[src/rtl/calc_sequencer.sv]
// calc_sequencer: byte-stream front end and result stage for the
// combinational 8-bit calculator. Collects opcode/A/B, holds the calculator
// inputs for a settle window, captures the result and hands it out with an
// error flag. Divide-by-zero is replaced by 16'hFFFF with out_err set.
module calc_sequencer #(
    parameter int EXEC_CYCLES = 1,
    parameter int CNT_W       = 16
) (
    input  logic             clk,
    input  logic             rst,
    input  logic             in_valid,
    output logic             in_ready,
    input  logic [7:0]       in_data,
    output logic [7:0]       calc_first_num,
    output logic [7:0]       calc_second_num,
    output logic [1:0]       calc_operation,
    input  logic [15:0]      calc_result,
    output logic             out_valid,
    input  logic             out_ready,
    output logic [15:0]      out_result,
    output logic             out_err,
    output logic [CNT_W-1:0] ops_done
);

    typedef enum logic [2:0] {
        S_GET_OP = 3'd0,
        S_GET_A  = 3'd1,
        S_GET_B  = 3'd2,
        S_EXEC   = 3'd3,
        S_RESP   = 3'd4
    } state_t;

    // Counter is loaded with EXEC_CYCLES-1 so the capture edge lands exactly
    // EXEC_CYCLES edges after the operand-B handshake.
    localparam logic [3:0] EXEC_LOAD = 4'(EXEC_CYCLES - 1);

    state_t           state_q, state_d;
    logic             in_ready_q, in_ready_d;
    logic [7:0]       first_q, first_d;
    logic [7:0]       second_q, second_d;
    logic [1:0]       op_q, op_d;
    logic [3:0]       cnt_q, cnt_d;
    logic             out_valid_q, out_valid_d;
    logic [15:0]      out_result_q, out_result_d;
    logic             out_err_q, out_err_d;
    logic [CNT_W-1:0] ops_q, ops_d;
    logic             in_hs_s;
    logic             unused_in_bits_s;

    // Division with a zero divisor is the only case the sequencer overrides.
    function automatic logic is_div_zero(input logic [1:0] op, input logic [7:0] divisor);
        return (op == 2'b11) && (divisor == 8'd0);
    endfunction

    assign in_hs_s          = in_valid && in_ready_q;
    assign unused_in_bits_s = ^in_data[7:2];

    // Next-state and next-output computation for the command sequencer.
    always_comb begin
        state_d      = state_q;
        in_ready_d   = in_ready_q;
        first_d      = first_q;
        second_d     = second_q;
        op_d         = op_q;
        cnt_d        = cnt_q;
        out_valid_d  = out_valid_q;
        out_result_d = out_result_q;
        out_err_d    = out_err_q;
        ops_d        = ops_q;
        case (state_q)
            S_GET_OP: begin
                in_ready_d = 1'b1;
                if (in_hs_s) begin
                    op_d    = in_data[1:0];
                    state_d = S_GET_A;
                end else begin
                    state_d = S_GET_OP;
                end
            end
            S_GET_A: begin
                in_ready_d = 1'b1;
                if (in_hs_s) begin
                    first_d = in_data;
                    state_d = S_GET_B;
                end else begin
                    state_d = S_GET_A;
                end
            end
            S_GET_B: begin
                if (in_hs_s) begin
                    second_d   = in_data;
                    cnt_d      = EXEC_LOAD;
                    in_ready_d = 1'b0;
                    state_d    = S_EXEC;
                end else begin
                    in_ready_d = 1'b1;
                    state_d    = S_GET_B;
                end
            end
            S_EXEC: begin
                in_ready_d = 1'b0;
                if (cnt_q == 4'd0) begin
                    out_valid_d = 1'b1;
                    state_d     = S_RESP;
                    if (is_div_zero(op_q, second_q)) begin
                        out_result_d = 16'hFFFF;
                        out_err_d    = 1'b1;
                    end else begin
                        out_result_d = calc_result;
                        out_err_d    = 1'b0;
                    end
                end else begin
                    cnt_d = cnt_q - 4'd1;
                end
            end
            S_RESP: begin
                if (out_ready) begin
                    out_valid_d = 1'b0;
                    ops_d       = ops_q + {{(CNT_W-1){1'b0}}, 1'b1};
                    in_ready_d  = 1'b1;
                    state_d     = S_GET_OP;
                end else begin
                    in_ready_d = 1'b0;
                end
            end
            default: begin
                in_ready_d  = 1'b0;
                out_valid_d = 1'b0;
                state_d     = S_GET_OP;
            end
        endcase
    end

    // State and registered outputs with synchronous reset.
    always_ff @(posedge clk) begin
        if (rst) begin
            state_q      <= S_GET_OP;
            in_ready_q   <= 1'b0;
            first_q      <= 8'd0;
            second_q     <= 8'd0;
            op_q         <= 2'd0;
            cnt_q        <= 4'd0;
            out_valid_q  <= 1'b0;
            out_result_q <= 16'd0;
            out_err_q    <= 1'b0;
            ops_q        <= '0;
        end else begin
            state_q      <= state_d;
            in_ready_q   <= in_ready_d;
            first_q      <= first_d;
            second_q     <= second_d;
            op_q         <= op_d;
            cnt_q        <= cnt_d;
            out_valid_q  <= out_valid_d;
            out_result_q <= out_result_d;
            out_err_q    <= out_err_d;
            ops_q        <= ops_d;
        end
    end

    assign in_ready        = in_ready_q;
    assign calc_first_num  = first_q;
    assign calc_second_num = second_q;
    assign calc_operation  = op_q;
    assign out_valid       = out_valid_q;
    assign out_result      = out_result_q;
    assign out_err         = out_err_q;
    assign ops_done        = ops_q;

endmodule
[config.mk]
export PLATFORM = sky130hd
export DESIGN_NAME = calc_sequencer
export DESIGN_NICKNAME = d
export VERILOG_FILES = /design/src/rtl/calc_sequencer.sv
export SDC_FILE = /design/constraint.sdc
export NUM_CORES = 1
export LEC_CHECK = 0
export CAP_MARGIN = 20
export CORE_UTILIZATION = 25
export DETAILED_ROUTE_END_ITERATION = 8
export GPL_TIMING_DRIVEN = 0
export PLACE_DENSITY = 0.58
export SYNTH_ARGS = -nofsm -noshare
export SYNTH_HDL_FRONTEND = slang
export SYNTH_SLANG_ARGS = --single-unit
[constraint.sdc]
create_clock -name clk -period 3 [get_ports clk]
set_input_delay 0.9 -clock clk [delete_from_list [all_inputs] [get_ports clk]]
set_output_delay 0.9 -clock clk [all_outputs]
set_load 0.1 [all_outputs]
==> metrics.txt <==
maxcap violations 0; largest net degree at the start of global routing 11; Leakage 1.33 nW; flop2flop setup slack 0.90 ns; Final Cell Area 0.00364 sq mm; Crit Path Category reg -> out; Slew Limit Fails 0; final hold violation count 0; pwr/cell area between 400 and 500 mW/mm^2; flops & latches, synth 60; placed cell count 451; largest stage delay on the critical path 1.17 ns; crit path time final 2.84 ns; layout cells sized above 1 0.134; core box area 0.00937 sq mm; Pre-antenna DRT Iters 4; All-Layer GR Usage 0.124; Syn Nets 274; post-cts repair resize count 0; critical path's slowest cell clkdlybuf4s50_1; Post-synth ARST share 0; Post-Route WL 6000 um; row count 35; hold crit path type reg -> reg; Final setup viols 0; Synth Instances 243; status completed; CTS tree done; detailed-placement wirelength estimate 4260 um; R2R cell count 7; die height 101 um; antenna viol nets, final 0; H-tree levels 3; RR Startpoint cnt_q[0]; worst vdd ir between 0.0002 and 0.0003 V; worst slew pin tran approximately 0.99 ns; final std cells w/o fill approximately 470; Main synth FF type dfxtp_1; max frequency 0.352 GHz; WP buf/inv 1; Worst path depth 1; initial detailed-routing violation count 68; hold slack between 0.4 and 0.5 ns; # hold bufs at CTS 0; vias in the first global route 2050; IO Pins 81; clock sink count 60; DR vias/cell 4.51; yosys warns 0; wire length per cell 12.9 um; DRC 0; Post-synth EDFFs 0; Hold Crit Start ops_done[15]; Vias 2100; start point of the critical path ops_done[2]; Post-Syn Area per Cell between 10 and 15 sq um; Area Overhead vs Synth 47.8%; Routability Congestion 0.752; Critical Path RT approximately 2.1 ns; Critical Path End Type primary output; clock root buffer clkbuf_8; Initial Util 0.262; RR Endpoint out_result[11]; CP Launch Type register; Worst Path Max Fanout 6; Bufs on Longest Clock Path 2; TritonCTS Buffers 9; Post-Syn Area 0.00246 sq mm; Post-CTS Setup Inserts 0; final period utilization 0.947; Die Wd 101 um; Antenna diodes 0; nets roughly 360; IO buf count 79; setup TNS 0 ns; critical path, cell by cell clkdlybuf4s50_1; Largest delay share family, worst path buffers and inverters; clock skew 0.00883 ns; CP endpoint ops_done[2]; RSZ-0062 raised after global routing false; Clock transition at path regs about 0.07 ns; Placed Instance Area 0.00341 sq mm; first-pass GRT wire length 9740 um; initial antenna violation count 0; sequential share of the synthesized area 0.488; Skew-Pair Late Insertion Delay 0.33 ns; grt ovf 0; die area 0.0102 sq mm; CP arrival ~1.9 ns; synth unique cells 42; max_slew headroom 0.337
==> routing by layer <==
layer  global-route usage  up-vias  part of all wire  routed length, um
met5                    0        -                 0                  0
met4               0.0435        0             0.013                 81
met3               0.0600       10             0.071                425
met2                0.191       57              0.44               2660
met1                0.151      970              0.47               2830
li1                     -     1063                 -                  -
==> layout make-up <==
cell class	count	area [sq um]
plain buffers	14	68.8
clock buffers	11	151
clock inverters	4	72.6
fillers	962	5740
inverters	8	30.0
multi-input cells	161	1160
flip-flops and latches	60	1200
well taps	129	161
repair buffers	79	791
==> cell usage after synthesis (2+ instances only) <==
cell type	n	area, sq um
or3_1	8	50.1
or4_1	2	15.0
and4_1	2	17.5
nor3_1	5	25.0
nor2_1	32	120
nand4_1	4	25.0
dfxtp_1	60	1200
o31ai_1	2	15.0
xor2_1	6	52.6
nand2_1	6	22.5
nand3b_1	2	15.0
inv_1	7	26.3
o21ai_0	8	40.0
o221a_2	16	180
buf_2	4	20.0
a21oi_1	16	80.1
clkbuf_1	8	30.0
mux2i_1	21	210
xnor2_1	3	26.3
ha_1	3	37.5
nand3_1	6	30.0
nand2b_1	2	12.5
==> worst min-delay path by stage <==
stage / endpoint / slack [ns] / depth (start not counted)
after global routing: ops_done[14] / 0.51 / 2
after detailed placement: ops_done[15] / 0.48 / 2
after floorplan: cnt_q[1] / 0.48 / 2
after global placement: out_valid / 0.47 / 2
after CTS: ops_done[15] / 0.49 / 2
final: ops_done[15] / 0.48 / 2
==> registers in the layout, indices dropped and copies added, names as in the netlist <==
register	cells
ops_done	16
out_result	16
calc_first_num	8
calc_second_num	8
cnt_q	4
state_q	3
calc_operation	2
in_ready	1
out_err	1
out_valid	1
==> power breakdown <==
group	total (mW)	internal, mW	switching, mW
combinational	0.150	0.0585	0.0917
clock	0.823	0.507	0.316
sequential	0.811	0.805	0.00605
==> logic make-up (layout without fill, tap and decap cells) <==
logic type,after synthesis,in the layout,share of synthesized area
flops,60,60,0.488
buf+inv,22,116,0.0402
fa+ha+maj,3,3,0.0153
compound gates,46,46,0.151
xor+xnor,9,9,0.0320
simple gates,82,82,0.188
mux,21,21,0.0855
==> placed cells by master (no fill, tap or decap), types with 5 or more instances in the layout <==
| cell | count |
|---|---|
| clkbuf_8 | 11 |
| nor2_1 | 32 |
| o221a_2 | 16 |
| clkdlybuf4s50_1 | 79 |
| or3_1 | 8 |
| a21oi_1 | 16 |
| o21ai_0 | 8 |
| xor2_1 | 6 |
| mux2i_1 | 21 |
| clkbuf_1 | 8 |
| dfxtp_1 | 60 |
| nand3_1 | 6 |
| nor3_1 | 5 |
| inv_1 | 7 |
| nand2_1 | 6 |
==> stage by stage <==
stage / power, mW / worst slack, ns / util
2_1_floorplan: 0.916 / 0.604 / -
3_3_place_gp: 0.979 / 0.212 / 0.364
3_5_place_dp: 0.979 / 0.192 / 0.364
4_1_cts: 1.82 / 0.128 / 0.388
5_1_grt: 1.85 / 0.0712 / 0.388
6_report: 1.78 / 0.158 / 0.388
Note: power is estimated with default switching activity, not from simulation.
